## src/rtl/uart_tx_arbiter_pkg.sv

```systemverilog
// Shared UART definitions: data width, arbiter state encoding and a
// small index helper. Also intended for the future uart_rx block.
package uart_pkg;

    localparam int UART_DATA_W = 8;

    typedef enum logic [1:0] {
        IDLE      = 2'd0,
        WAIT_BUSY = 2'd1,
        WAIT_DONE = 2'd2
    } arb_state_t;

    // Next index after idx, wrapping from n-1 back to 0.
    function automatic int wrap_inc(input int idx, input int n);
        return (idx + 1 >= n) ? 0 : idx + 1;
    endfunction

endpackage

```

## src/rtl/uart_tx_arbiter_rr_pick.sv

```systemverilog
// Combinational round-robin picker: returns the first asserted request
// found scanning upward from ptr, wrapping from N-1 to 0.
module rr_pick #(
    parameter int N = 4,
    parameter int W = (N > 1) ? $clog2(N) : 1
) (
    input  logic [N-1:0] req,
    input  logic [W-1:0] ptr,
    output logic [W-1:0] sel,
    output logic         any
);

    // Requester index that sits k places after ptr.
    function automatic logic [W-1:0] rot_index(input logic [W-1:0] p, input int k);
        int s;
        s = int'(p) + k;
        if (s >= N) begin
            s = s - N;
        end
        return W'(s);
    endfunction

    // rot[k] is the request that sits k places after ptr in scan order.
    logic [N-1:0] rot;

    generate
        for (genvar gi = 0; gi < N; gi++) begin : g_rot
            assign rot[gi] = req[rot_index(ptr, gi)];
        end
    endgenerate

    // Lowest rotated position wins; scanning downward lets it overwrite.
    always_comb begin
        sel = ptr;
        any = 1'b0;
        for (int k = N - 1; k >= 0; k--) begin
            if (rot[k]) begin
                sel = rot_index(ptr, k);
                any = 1'b1;
            end
        end
    end

endmodule

```

## src/rtl/uart_tx_arbiter.sv

```systemverilog
// Round-robin, packet-locking arbiter that shares one uart_tx serializer
// among NUM_REQ byte producers. One byte in flight at a time: accept,
// pulse start, wait for busy to rise, wait for busy to fall.
module uart_tx_arbiter
    import uart_pkg::*;
#(
    parameter  int NUM_REQ      = 4,
    parameter  int BUSY_TIMEOUT = 8,
    localparam int ID_W         = $clog2(NUM_REQ)
) (
    input  logic                           clock,
    input  logic                           reset,
    input  logic [NUM_REQ-1:0]             req_valid,
    input  logic [UART_DATA_W*NUM_REQ-1:0] req_data,
    input  logic [NUM_REQ-1:0]             req_last,
    output logic [NUM_REQ-1:0]             req_ready,
    output logic                           tx_start,
    output logic [UART_DATA_W-1:0]         tx_data,
    input  logic                           tx_busy,
    output logic [ID_W-1:0]                grant_id,
    output logic                           locked,
    output logic                           err_timeout
);

    localparam int CNT_W = (BUSY_TIMEOUT > 1) ? $clog2(BUSY_TIMEOUT) : 1;

    arb_state_t             state_reg;
    logic [CNT_W-1:0]       wait_cnt_reg;
    logic [ID_W-1:0]        rr_ptr_reg;
    logic                   last_reg;

    logic [ID_W-1:0]        pick_sel;
    logic                   pick_any;
    logic [ID_W-1:0]        sel;
    logic                   sel_valid;
    logic                   sel_last;
    logic [UART_DATA_W-1:0] sel_byte;
    logic                   accept;
    logic [ID_W-1:0]        rr_ptr_next;

    rr_pick #(
        .N (NUM_REQ),
        .W (ID_W)
    ) u_pick (
        .req (req_valid),
        .ptr (rr_ptr_reg),
        .sel (pick_sel),
        .any (pick_any)
    );

    // A locked packet pins selection to its owner; otherwise round-robin.
    always_comb begin
        sel       = locked ? grant_id : pick_sel;
        sel_valid = locked ? req_valid[grant_id] : pick_any;
        sel_last  = req_last[sel];
    end

    // Byte mux for the selected requester.
    always_comb begin
        sel_byte = '0;
        for (int i = 0; i < NUM_REQ; i++) begin
            if (sel == ID_W'(i)) begin
                sel_byte = req_data[i*UART_DATA_W +: UART_DATA_W];
            end
        end
    end

    // Ready only in IDLE with the serializer free; a late or stuck busy
    // holds every producer off.
    generate
        for (genvar gi = 0; gi < NUM_REQ; gi++) begin : g_ready
            assign req_ready[gi] = (state_reg == IDLE) && !tx_busy && sel_valid
                                   && (sel == ID_W'(gi)) && req_valid[gi];
        end
    endgenerate

    assign accept      = |(req_valid & req_ready);
    assign rr_ptr_next = ID_W'(wrap_inc(int'(grant_id), NUM_REQ));

    // Arbiter FSM with registered serializer controls and status outputs.
    always_ff @(posedge clock or posedge reset) begin
        if (reset) begin
            state_reg    <= IDLE;
            wait_cnt_reg <= '0;
            rr_ptr_reg   <= '0;
            last_reg     <= 1'b0;
            tx_start     <= 1'b0;
            tx_data      <= '0;
            grant_id     <= '0;
            locked       <= 1'b0;
            err_timeout  <= 1'b0;
        end else begin
            tx_start    <= 1'b0;
            err_timeout <= 1'b0;
            case (state_reg)
                IDLE: begin
                    if (accept) begin
                        tx_data      <= sel_byte;
                        tx_start     <= 1'b1;
                        grant_id     <= sel;
                        locked       <= !sel_last;
                        last_reg     <= sel_last;
                        wait_cnt_reg <= '0;
                        state_reg    <= WAIT_BUSY;
                    end
                end
                WAIT_BUSY: begin
                    if (tx_busy) begin
                        state_reg <= WAIT_DONE;
                    end else if (wait_cnt_reg == CNT_W'(BUSY_TIMEOUT - 1)) begin
                        // Serializer never answered: drop the packet and move on.
                        err_timeout <= 1'b1;
                        locked      <= 1'b0;
                        rr_ptr_reg  <= rr_ptr_next;
                        state_reg   <= IDLE;
                    end else begin
                        wait_cnt_reg <= wait_cnt_reg + CNT_W'(1);
                    end
                end
                WAIT_DONE: begin
                    if (!tx_busy) begin
                        // Pointer only moves at packet end, never per byte.
                        if (last_reg) begin
                            rr_ptr_reg <= rr_ptr_next;
                        end
                        state_reg <= IDLE;
                    end
                end
                default: begin
                    state_reg <= IDLE;
                end
            endcase
        end
    end

endmodule

```

## config.mk

```make
export PLATFORM = sky130hd
export DESIGN_NAME = uart_tx_arbiter
export DESIGN_NICKNAME = d
export VERILOG_FILES = /design/src/rtl/uart_tx_arbiter_pkg.sv /design/src/rtl/uart_tx_arbiter_rr_pick.sv /design/src/rtl/uart_tx_arbiter.sv
export SDC_FILE = /design/constraint.sdc
export NUM_CORES = 1
export LEC_CHECK = 0
export BUFFER_PORTS_ARGS = -buffer_cell sky130_fd_sc_hd__buf_2
export CORE_MARGIN = 2
export CORE_UTILIZATION = 45
export DETAILED_ROUTE_END_ITERATION = 8
export PLACE_DENSITY = 0.84
export SLEW_MARGIN = 20
export SYNTH_ARGS = -nofsm -noshare
export SYNTH_HDL_FRONTEND = slang
export SYNTH_SLANG_ARGS = --single-unit
```

## constraint.sdc

```tcl
create_clock -name clock -period 5.07 [get_ports clock]
set_clock_uncertainty 0.15 [all_clocks]
set_input_delay 1.014 -clock clock [delete_from_list [all_inputs] [get_ports clock]]
set_output_delay 1.014 -clock clock [all_outputs]
set_load 0.005 [all_outputs]
```

# [Yosys cells after proc, flatten, opt, wreduce, memory -nomap -nowiden]
# Index checks and enable logic that the tools add are counted.
[totals] reg_bits=21
[classes] eq_ne=13 n_reduce_logical=22 add_sub_neg=9 n_mux=54 n_lt_le_gt_ge=11 bitwise=1
[op_table] operator="2-bit two-way mux" n=18
[op_table] operator="8-bit two-way mux" n=4
[op_table] operator="1-bit two-way mux" n=19
[op_table] operator="2-bit by 3-bit less-than comparator with 1-bit output, second input constant" n=6
[op_table] operator="1-bit binary-select mux with 2-bit select" n=6
[op_table] operator="3-bit greater-or-equal comparator, second input constant" n=4
[op_table] operator="2-bit != test, second input constant" n=6
[op_table] operator="1-bit logical AND" n=10
[op_table] operator="3-bit two-way mux" n=3
[op_table] operator="4-bit AND reduction" n=2
[op_table] operator="2-bit by 1-bit subtractor with 2-bit output, second input constant" n=4
[op_table] operator="2-bit by 1-bit adder with 3-bit output, second input constant" n=2
[op_table] operator="2-bit by 2-bit adder with 3-bit output, second input constant" n=2
[op_table] operator="2-bit == test, second input constant" n=3
[op_table] operator="2-bit case mux with 3 select lines" n=1
[op_table] operator="3-bit case mux with 2 select lines" n=1
[op_table] operator="5-bit AND reduction" n=1
[op_table] operator="4-bit bitwise AND" n=1
[op_table] operator="2-bit by 1-bit == test with 1-bit output, second input constant" n=2
[op_table] operator="2-bit logical NOT" n=2
[op_table] operator="2-bit case mux with 2 select lines" n=1
[op_table] operator="2-bit nonzero test" n=2
[op_table] operator="4-bit OR reduction" n=1
[op_table] operator="3-bit by 1-bit adder with 3-bit output, second input constant" n=1
[op_table] operator="7 further kinds" n=8

# [Depth between registers and ports, before layout]
# Gate-level depths: netlist (run 1).
[depth] ltp_word=17 depth_mapped=8 depth_no_buf=6

# [By module]
# From an unflattened synthesis (run 1), not the netlist that was laid out.
[hier_totals] hier_cells=127 hier_area_um2=1458.9
[by_module_without_submodules] module="uart_tx_arbiter" n_inst=1 area_per_inst_um2=1358.8 cells_each=111
[by_module_without_submodules] module="rr_pick" n_inst=1 area_per_inst_um2=100.1 cells_each=16

# [Worst setup path after synthesis (run 1)]
# OpenSTA, ideal clock, no wires.
[synth_path] path_kind="input to output" start="input req_valid[2]" end="output req_ready[1]" path_slack_ps=1790 required_ps=3906 cell_stages=5 t_arrival_ps=2116 path_cell_list="mux4_1 > or2b_1 > nand2_2 > buf_2 > nor3_1"
[synth_via] elab_chain_len=10 elab_cells_between_ends=24
[synth_rtl] item="start, declared" line="uart_tx_arbiter.sv:13" text="input logic [NUM_REQ-1:0] req_valid,"
[synth_rtl] item="1-bit binary-select mux with 2-bit select" line="uart_tx_arbiter_rr_pick.sv:28" text="assign rot[gi] = req[rot_index(ptr, gi)];"
[synth_rtl] item="1-bit two-way mux (not written as such)" line="uart_tx_arbiter_rr_pick.sv:28"
[synth_rtl] item="2-bit two-way mux or 1-bit two-way mux (tied branches) (4 in a row)" line="uart_tx_arbiter_rr_pick.sv:37" text="if (rot[k]) begin"
[synth_rtl] item="2-bit two-way mux or 1-bit two-way mux (tied branches)" line="uart_tx_arbiter.sv:53, uart_tx_arbiter.sv:54"
[synth_rtl] item="2-bit by 1-bit == test with 1-bit output or 1-bit logical AND (tied branches)" line="uart_tx_arbiter.sv:73, uart_tx_arbiter.sv:72"
[synth_rtl] item="1-bit logical AND (*) (2 in a row)" line="uart_tx_arbiter.sv:73" text="&& (sel == ID_W'(gi)) && req_valid[gi];"
[synth_rtl] item="end, declared" line="uart_tx_arbiter.sv:16" text="output logic [NUM_REQ-1:0] req_ready,"
# Every way passes the cells marked *; elsewhere a longest branch is shown, timed or not. The select of a mux whose other input is x is not followed.

# [Final worst setup path (run 1)]
[layout_path] start="input req_valid[2]" end="output req_ready[2]"
[layout_via] elab_chain_len=10 elab_cells_between_ends=24
[layout_rtl] item="1-bit binary-select mux with 2-bit select" line="uart_tx_arbiter_rr_pick.sv:28"
[layout_rtl] item="1-bit two-way mux (not written as such)" line="uart_tx_arbiter_rr_pick.sv:28"
[layout_rtl] item="2-bit two-way mux or 1-bit two-way mux (tied branches) (4 in a row)" line="uart_tx_arbiter_rr_pick.sv:37"
[layout_rtl] item="2-bit two-way mux or 1-bit two-way mux (tied branches)" line="uart_tx_arbiter.sv:53, uart_tx_arbiter.sv:54"
[layout_rtl] item="2-bit == test or 1-bit logical AND (tied branches)" line="uart_tx_arbiter.sv:73, uart_tx_arbiter.sv:72"
[layout_rtl] item="1-bit logical AND" line="uart_tx_arbiter.sv:73"
[layout_rtl] item="1-bit logical AND (*)" line="uart_tx_arbiter.sv:73"
# Marked as above.

==> results of run 1 <==
cells by family after synthesis:
group / share of synthesized area [%]
adder cells (fa/ha/maj): 2.84
AND/OR/NAND/NOR: 16.8
XOR/XNOR: 0.662
AO/OA/AOI/OAI: 9.55
multiplexers: 25.1
flip-flops: 39.7
buffers and inverters: 5.29
worst max path at each step:
stage / start / to / slack, ns / cells after the start
floorplan: req_valid[2] / req_ready[1] / 1.79 / 5
global placement: req_valid[2] / req_ready[2] / 1.23 / 7
detailed placement: req_valid[2] / req_ready[2] / 1.22 / 7
CTS: req_valid[2] / req_ready[2] / 1.20 / 7
global route: req_valid[2] / req_ready[2] / 1.08 / 7
finish: req_valid[2] / req_ready[2] / 1.20 / 7
routing by layer:
metal	vias to the layer above	share of wire, %	global-route usage [%]
met3	4	4.6	2.01
met5	-	0	0
met4	0	0.92	4.98
met1	558	43	23.6
li1	591	-	-
met2	35	52	31.2
critical path, cell delays in order:
cell	delay [ns]
buf_2	0.13
mux4_1	0.52
or2b_1	0.27
nand2_2	0.33
inv_1	0.15
and3_1	0.17
buf_2	0.12
cell type report:
type | instances | area [um^2]
clock inverter | 1 | 5.00
fill | 253 | 1140
inverter | 4 | 15.0
tap | 31 | 38.8
clock buffer | 3 | 22.5
sequential | 21 | 526
multi-input combinational | 101 | 728
timing repair buffer | 61 | 310
power breakdown:
part	leakage, nW	total, mW	switching, mW	internal, mW
logic	0.615	0.480	0.232	0.248
registers	0.266	0.302	0.0624	0.239
clock network	0.0177	0.0809	0.0514	0.0294
cell usage in the layout, fill, tap and decap left out, types with 2 or more instances in the layout:
master and instances:
buf_4 2, nand2_1 19, dfrtp_1 21, nand3b_1 3
nor2_1 7, a21oi_1 3, mux2_2 9, buf_2 59
clkbuf_4 3, o21ai_0 12, or2b_1 2, inv_1 4
nor3_1 2, ha_1 3, nand3_1 4, nor4_1 2
and3_1 2, mux2i_1 19
==> reports/qor.csv, run 1 <==
stage,metric,value,unit
run_status,outcome,completed,
drt,wl_per_cell,13.2,um
final_layout,drive_above_1_share,40.3,%
drt,vias,1188,
worst_setup_path,rr_worst_depth,6,
yosys,yosysMostFrequentCell,dfrtp_1,
yosys,ys_ff_latch,21,
yosys,synthTopCellsByArea,"dfrtp_1, mux2i_1, mux2_2, nand2_1, o21ai_0",
floorplan,fp-row-count,19,
grt,gr-total-overflow,0,
clocking,clk_latency,0.30,ns
timing,period_share,76.3,%
grt,antenna_found_initial,0,
run,cap_violations,0,
place,port-buffer-count,59,
yosys,synth_largest_area_cell,dfrtp_1,
clocking,root_buffer,clkbuf_4,
final_layout,largest_reg_flops,8,
floorplan,io_pins,60,
pwr,peakVddDrop,0.415,mV
drt,drt_iter0_drc,57,
timing,setup_ws,1.20,ns
yosys,syn_area_per_cell,10.0,um^2
worst_setup_path,required,3.91,ns
min_path,holdPathEnd,tx_data[0],
clocking,cts.sinks,21,
min_path,hold_class,reg2reg,
final_layout,layout.nets,238,
drt,totalWireLength,2.93,mm
final_layout,instances_no_fill,222,
final_layout,diodes,0,
place,place_area,0.00162,mm^2
yosys,ys_seq_area_share,39.7,%
timing,finalHoldViolations,0,
yosys,synth_top_flop_cell,dfrtp_1,
floorplan,initial_utilization,47.6,%
drt,dr.pass1.iters,4,
timing,slew_headroom,46.5,%
place,gp_congestion,0.872,
clocking,holdBufCountCts,0,
yosys,synthTopCellsByCount,"dfrtp_1, mux2i_1, nand2_1",
timing,hold_ws,0.347,ns
yosys,syn_inst,132,
timing,setup_tns,0,ns
worst_setup_path,critPathKind,in2out,
final_layout,stdcell_area,0.00165,mm^2
clocking,htreeDepth,1,
pwr,design_power_total,0.863,mW
timing,max_freq,259,MHz
pwr,p_per_area,524,mW/mm^2
timing,worst_pin_slew,0.802,ns
clocking,cts.path.max_buffers,2,
grt,grtUsageTotal,17.9,%
place,hpwl,2.29,mm
clocking,cts_resized,0,
min_path,min-delay-start,tx_data[0],
final_layout,fin_util,59.2,%
timing,setup_violations,0,
grt,grt_pass1_vias,1086,
worst_setup_path,crit_path_start_kind,primary input,
timing,rsz0062_at_grt,false,
place,place_inst,218,
worst_setup_path,crit_fanout,28,
yosys,async_flop_share,100,%
place,place_ws,1.22,ns
final_layout,areaGrowthSynthToFinish,24.3,%
yosys,synth_nets,178,
floorplan,die_area,0.00339,mm^2
worst_setup_path,r2r_end,tx_data[1],
drt,antenna_left,0,
clocking,numCtsBuffers,3,
clocking,post-cts-setup-buffers,0,
clocking,clkTransAtPathRegs,0.12,ns
yosys,syn_area,0.00132,mm^2
floorplan,die_y,58.2,um
grt,grt_pass1_wl,4.73,mm
floorplan,fp.dieW,58.2,um
worst_setup_path,endpoint_kind,output port,
yosys,synth_top_cell_area_share,39.7,%
clocking,cts_tree,yes,
worst_setup_path,r2r-start,rr_ptr_reg[1],
yosys,synth_edf_count,0,
timing,slew_viol_final,0,
timing,period_minus_slack,3.87,ns
worst_setup_path,r2r_setup_slack,2.68,ns
min_path,hold_depth,2,
drt,drt_drc_violations_left,0,
yosys,synth.distinct_cells,33,
pwr,p_leak,0.899,nW
floorplan,core,0.00278,mm^2
drt,via_per_inst,5.35,
worst_setup_path,cp.arrival,2.70,ns
grt,grt_max_degree,29,
yosys,ys_warn_count,0,
(Power assumes the default switching activity.)
==> run 2, diff against run 1 <==
--- a/config.mk
+++ b/config.mk
@@ -5,11 +5,12 @@
 export SDC_FILE = /design/constraint.sdc
 export NUM_CORES = 1
 export LEC_CHECK = 0
+export ABC_AREA = 1
 export BUFFER_PORTS_ARGS = -buffer_cell sky130_fd_sc_hd__buf_2
 export CORE_MARGIN = 2
 export CORE_UTILIZATION = 45
 export DETAILED_ROUTE_END_ITERATION = 8
-export PLACE_DENSITY = 0.84
+export PLACE_DENSITY = 0.83
 export SLEW_MARGIN = 20
 export SYNTH_ARGS = -nofsm -noshare
 export SYNTH_HDL_FRONTEND = slang
==> constraint.sdc (replaced) <==
create_clock -name clock -period 3.4 [get_ports clock]
set_clock_uncertainty 0.15 [all_clocks]
set_input_delay 0.68 -clock clock [delete_from_list [all_inputs] [get_ports clock]]
set_output_delay 0.68 -clock clock [all_outputs]
set_load 0.005 [all_outputs]
==> run 2 against run 1 <==
Against the previous run:
- die area is 24% higher
- count of clock-buffer cells in the layout is the same
- global-route usage is 3.8 points higher
- flip-flop and latch count is the same
- worst hold slack lost 0.014 ns
- non-clock buffer count unchanged
- routed wire length rose by 48%
- setup slack worse by 0.97 ns
- critical path depth grew 2
- synthesized cell count is 78% higher
- final area rose by 21%
- largest power group unchanged
==> reports/qor.csv, run 2 <==
stage,metric,value,unit
run,cap_violations,0,
place,port-buffer-count,59,
timing,slew_viol_final,0,
worst_setup_path,endpoint_kind,output port,
yosys,ys_seq_area_share,31.6,%
drt,antenna_left,0,
timing,setup_violations,0,
timing,setup_tns,0,ns
drt,wl_per_cell,12.9,um
yosys,synth.distinct_cells,28,
yosys,synth_top_flop_cell,dfrtp_1,
yosys,synth_top_cell_area_share,31.6,%
worst_setup_path,critical_path_buf_inv_count,1,
timing,worst_pin_slew,0.753,ns
grt,grt_pass1_wl,7.16,mm
grt,grt_max_degree,22,
clocking,cts.path.max_buffers,2,
drt,dr.pass1.iters,4,
worst_setup_path,max_stage_delay,0.60,ns
pwr,p_leak,1.16,nW
final_layout,areaGrowthSynthToFinish,19.6,%
yosys,synth_top_family_by_area,simple AND/OR/NAND/NOR gates,
yosys,synth_nets,281,
timing,period_share,93.2,%
final_layout,nFillCells,349,
final_layout,largest_reg_flops,8,
worst_setup_path,cp.arrival,2.34,ns
worst_setup_path,required,2.57,ns
floorplan,fp.dieW,64.8,um
yosys,syn_area_per_cell,7.08,um^2
worst_setup_path,crit_fanout,17,
final_layout,layout.nets,336,
floorplan,die_area,0.00420,mm^2
drt,totalWireLength,4.34,mm
grt,antenna_found_initial,0,
timing,period_minus_slack,3.17,ns
clocking,cts.sinks,21,
worst_setup_path,critPathTopFamily,simple AND/OR/NAND/NOR gates,
timing,slew_headroom,49.8,%
floorplan,initial_utilization,46.1,%
final_layout,diodes,0,
final_layout,layout_commonest_cell,nand2_1,
worst_setup_path,critPathKind,reg2out,
clocking,cts_resized,0,
drt,drt_iter0_drc,128,
timing,max_freq,316,MHz
yosys,yosysMostFrequentCell,nand2_1,
floorplan,die_y,64.8,um
yosys,async_flop_share,100,%
floorplan,fp-row-count,22,
grt,grt_pass1_vias,1641,
worst_setup_path,path_cells,nand2_1 > nand3_1 > nand2_1 > nand3_1 > nand4_2 > nand3_4 > nand2_4 > nor3_1 > buf_2,
yosys,ys_ff_latch,21,
yosys,ys_warn_count,0,
clocking,cts_tree,yes,
final_layout,drive_above_1_share,32.9,%
yosys,synth_xor_area_share,0,%
drt,via_per_inst,5.37,
place,gp_congestion,0.938,
grt,gr-total-overflow,0,
yosys,synth_largest_area_cell,dfrtp_1,
pwr,peakVddDrop,0.817,mV
pwr,p_per_area,1050,mW/mm^2
min_path,hold_class,reg2reg,
grt,grtUsageTotal,21.7,%
clocking,holdBufCountCts,0,
clocking,post-cts-setup-buffers,0,
yosys,synthAdderAreaFrac,2.26,%
yosys,muxShareOfSynthArea,0,%
timing,finalHoldViolations,0,
place,hpwl,3.39,mm
clocking,root_buffer,clkbuf_8,
yosys,synth-compound-area-share,7.07,%
run_status,outcome,completed,
clocking,clk_latency,0.26,ns
drt,vias,1811,
final_layout,register_area,526,um^2
clocking,numCtsBuffers,3,
drt,drt_drc_violations_left,0,
floorplan,core,0.00361,mm^2
clocking,htreeDepth,1,
yosys,synth_edf_count,0,
clocking,clkTransAtPathRegs,0.08,ns
yosys,yosys.area_share.simple,47.9,%
floorplan,io_pins,60,
yosys,syn_inst,235,
yosys,synthTopCellsByCount,"nand2_1, nand4_1, dfrtp_1",
pwr,design_power_total,2.08,mW
yosys,synthTopCellsByArea,"dfrtp_1, nand2_1, nand4_1, nand3_2, nand2_2",
yosys,syn_area,0.00166,mm^2
worst_setup_path,crit_path_start_kind,register,
final_layout,mostFrequentLayoutCells,"nand2_1, buf_2, nand4_1, dfrtp_1, inv_1",
worst_setup_path,crit_path_top_delay_cell,dfrtp_1,
final_layout,multiInputGateArea,952,um^2
timing,rsz0062_at_grt,false,
[run 2: layout make-up]
type,count,share of cell area (%)
clock buffers,3,2.08
inverters,24,4.78
well taps,48,3.02
multi-input cells,179,47.9
flip-flops and latches,21,26.4
clock inverters,1,0.252
repair buffers,61,15.6
[run 2: worst register-to-register path: cells and delay by family, from the launching register on]
kind,cells,cell delay (ns)
and+or+nand+nor,10,1.29
AOI/OAI and AO/OA,1,0.18
DFF,1,0.60
[run 2: final timing paths]
kind	from	endpoint	slack [ns]	depth (start not counted)
worst max-delay path	rr_ptr_reg[0]	req_ready[0]	0.23	9
worst min-delay path	tx_data[7]	tx_data[7]	0.33	2
worst max register to register	rr_ptr_reg[0]	tx_data[1]	1.09	11
worst min register to register	tx_data[7]	tx_data[7]	0.33	2
max in group asynchronous	reset	err_timeout	2.24	2
min in group asynchronous	reset	tx_data[6]	0.38	2
[run 2: logic make-up after synthesis]
kind of cell             after synthesis
AO/OA/AOI/OAI                         20
adder cells (fa/ha/maj)                3
buffers and inverters                 35
flip-flops                            21
AND/OR/NAND/NOR                      156
[run 2: where the power goes]
group / switching (mW) / internal, mW
logic: 0.948 / 0.487
clock network: 0.0865 / 0.0818
registers: 0.113 / 0.362
total: 1.15 / 0.932
[run 2: routing by layer]
metal	share of wire (%)	vias up	global-route usage, %	wire (um)
met3	7.4	11	4.17	322
met2	48	84	35.4	2070
li1	-	894	-	-
met1	43	822	28.8	1850
met5	0	-	0	0
met4	2.2	0	7.45	97
[run 2: per-stage QoR]
step | utilization, % | hold slack, ns | area, um^2 | setup WS (ns) | cells
after global routing | 55.2 | 0.354 | 1990 | 0.0323 | 337
after CTS | 55.2 | 0.339 | 1990 | 0.197 | 337
final | 55.2 | 0.333 | 1990 | 0.231 | 337
after floorplan | - | 0.300 | 1660 | 0.819 | 235
after global placement | 53.9 | 0.309 | 1940 | 0.407 | 333
after detailed placement | 53.9 | 0.314 | 1940 | 0.304 | 333
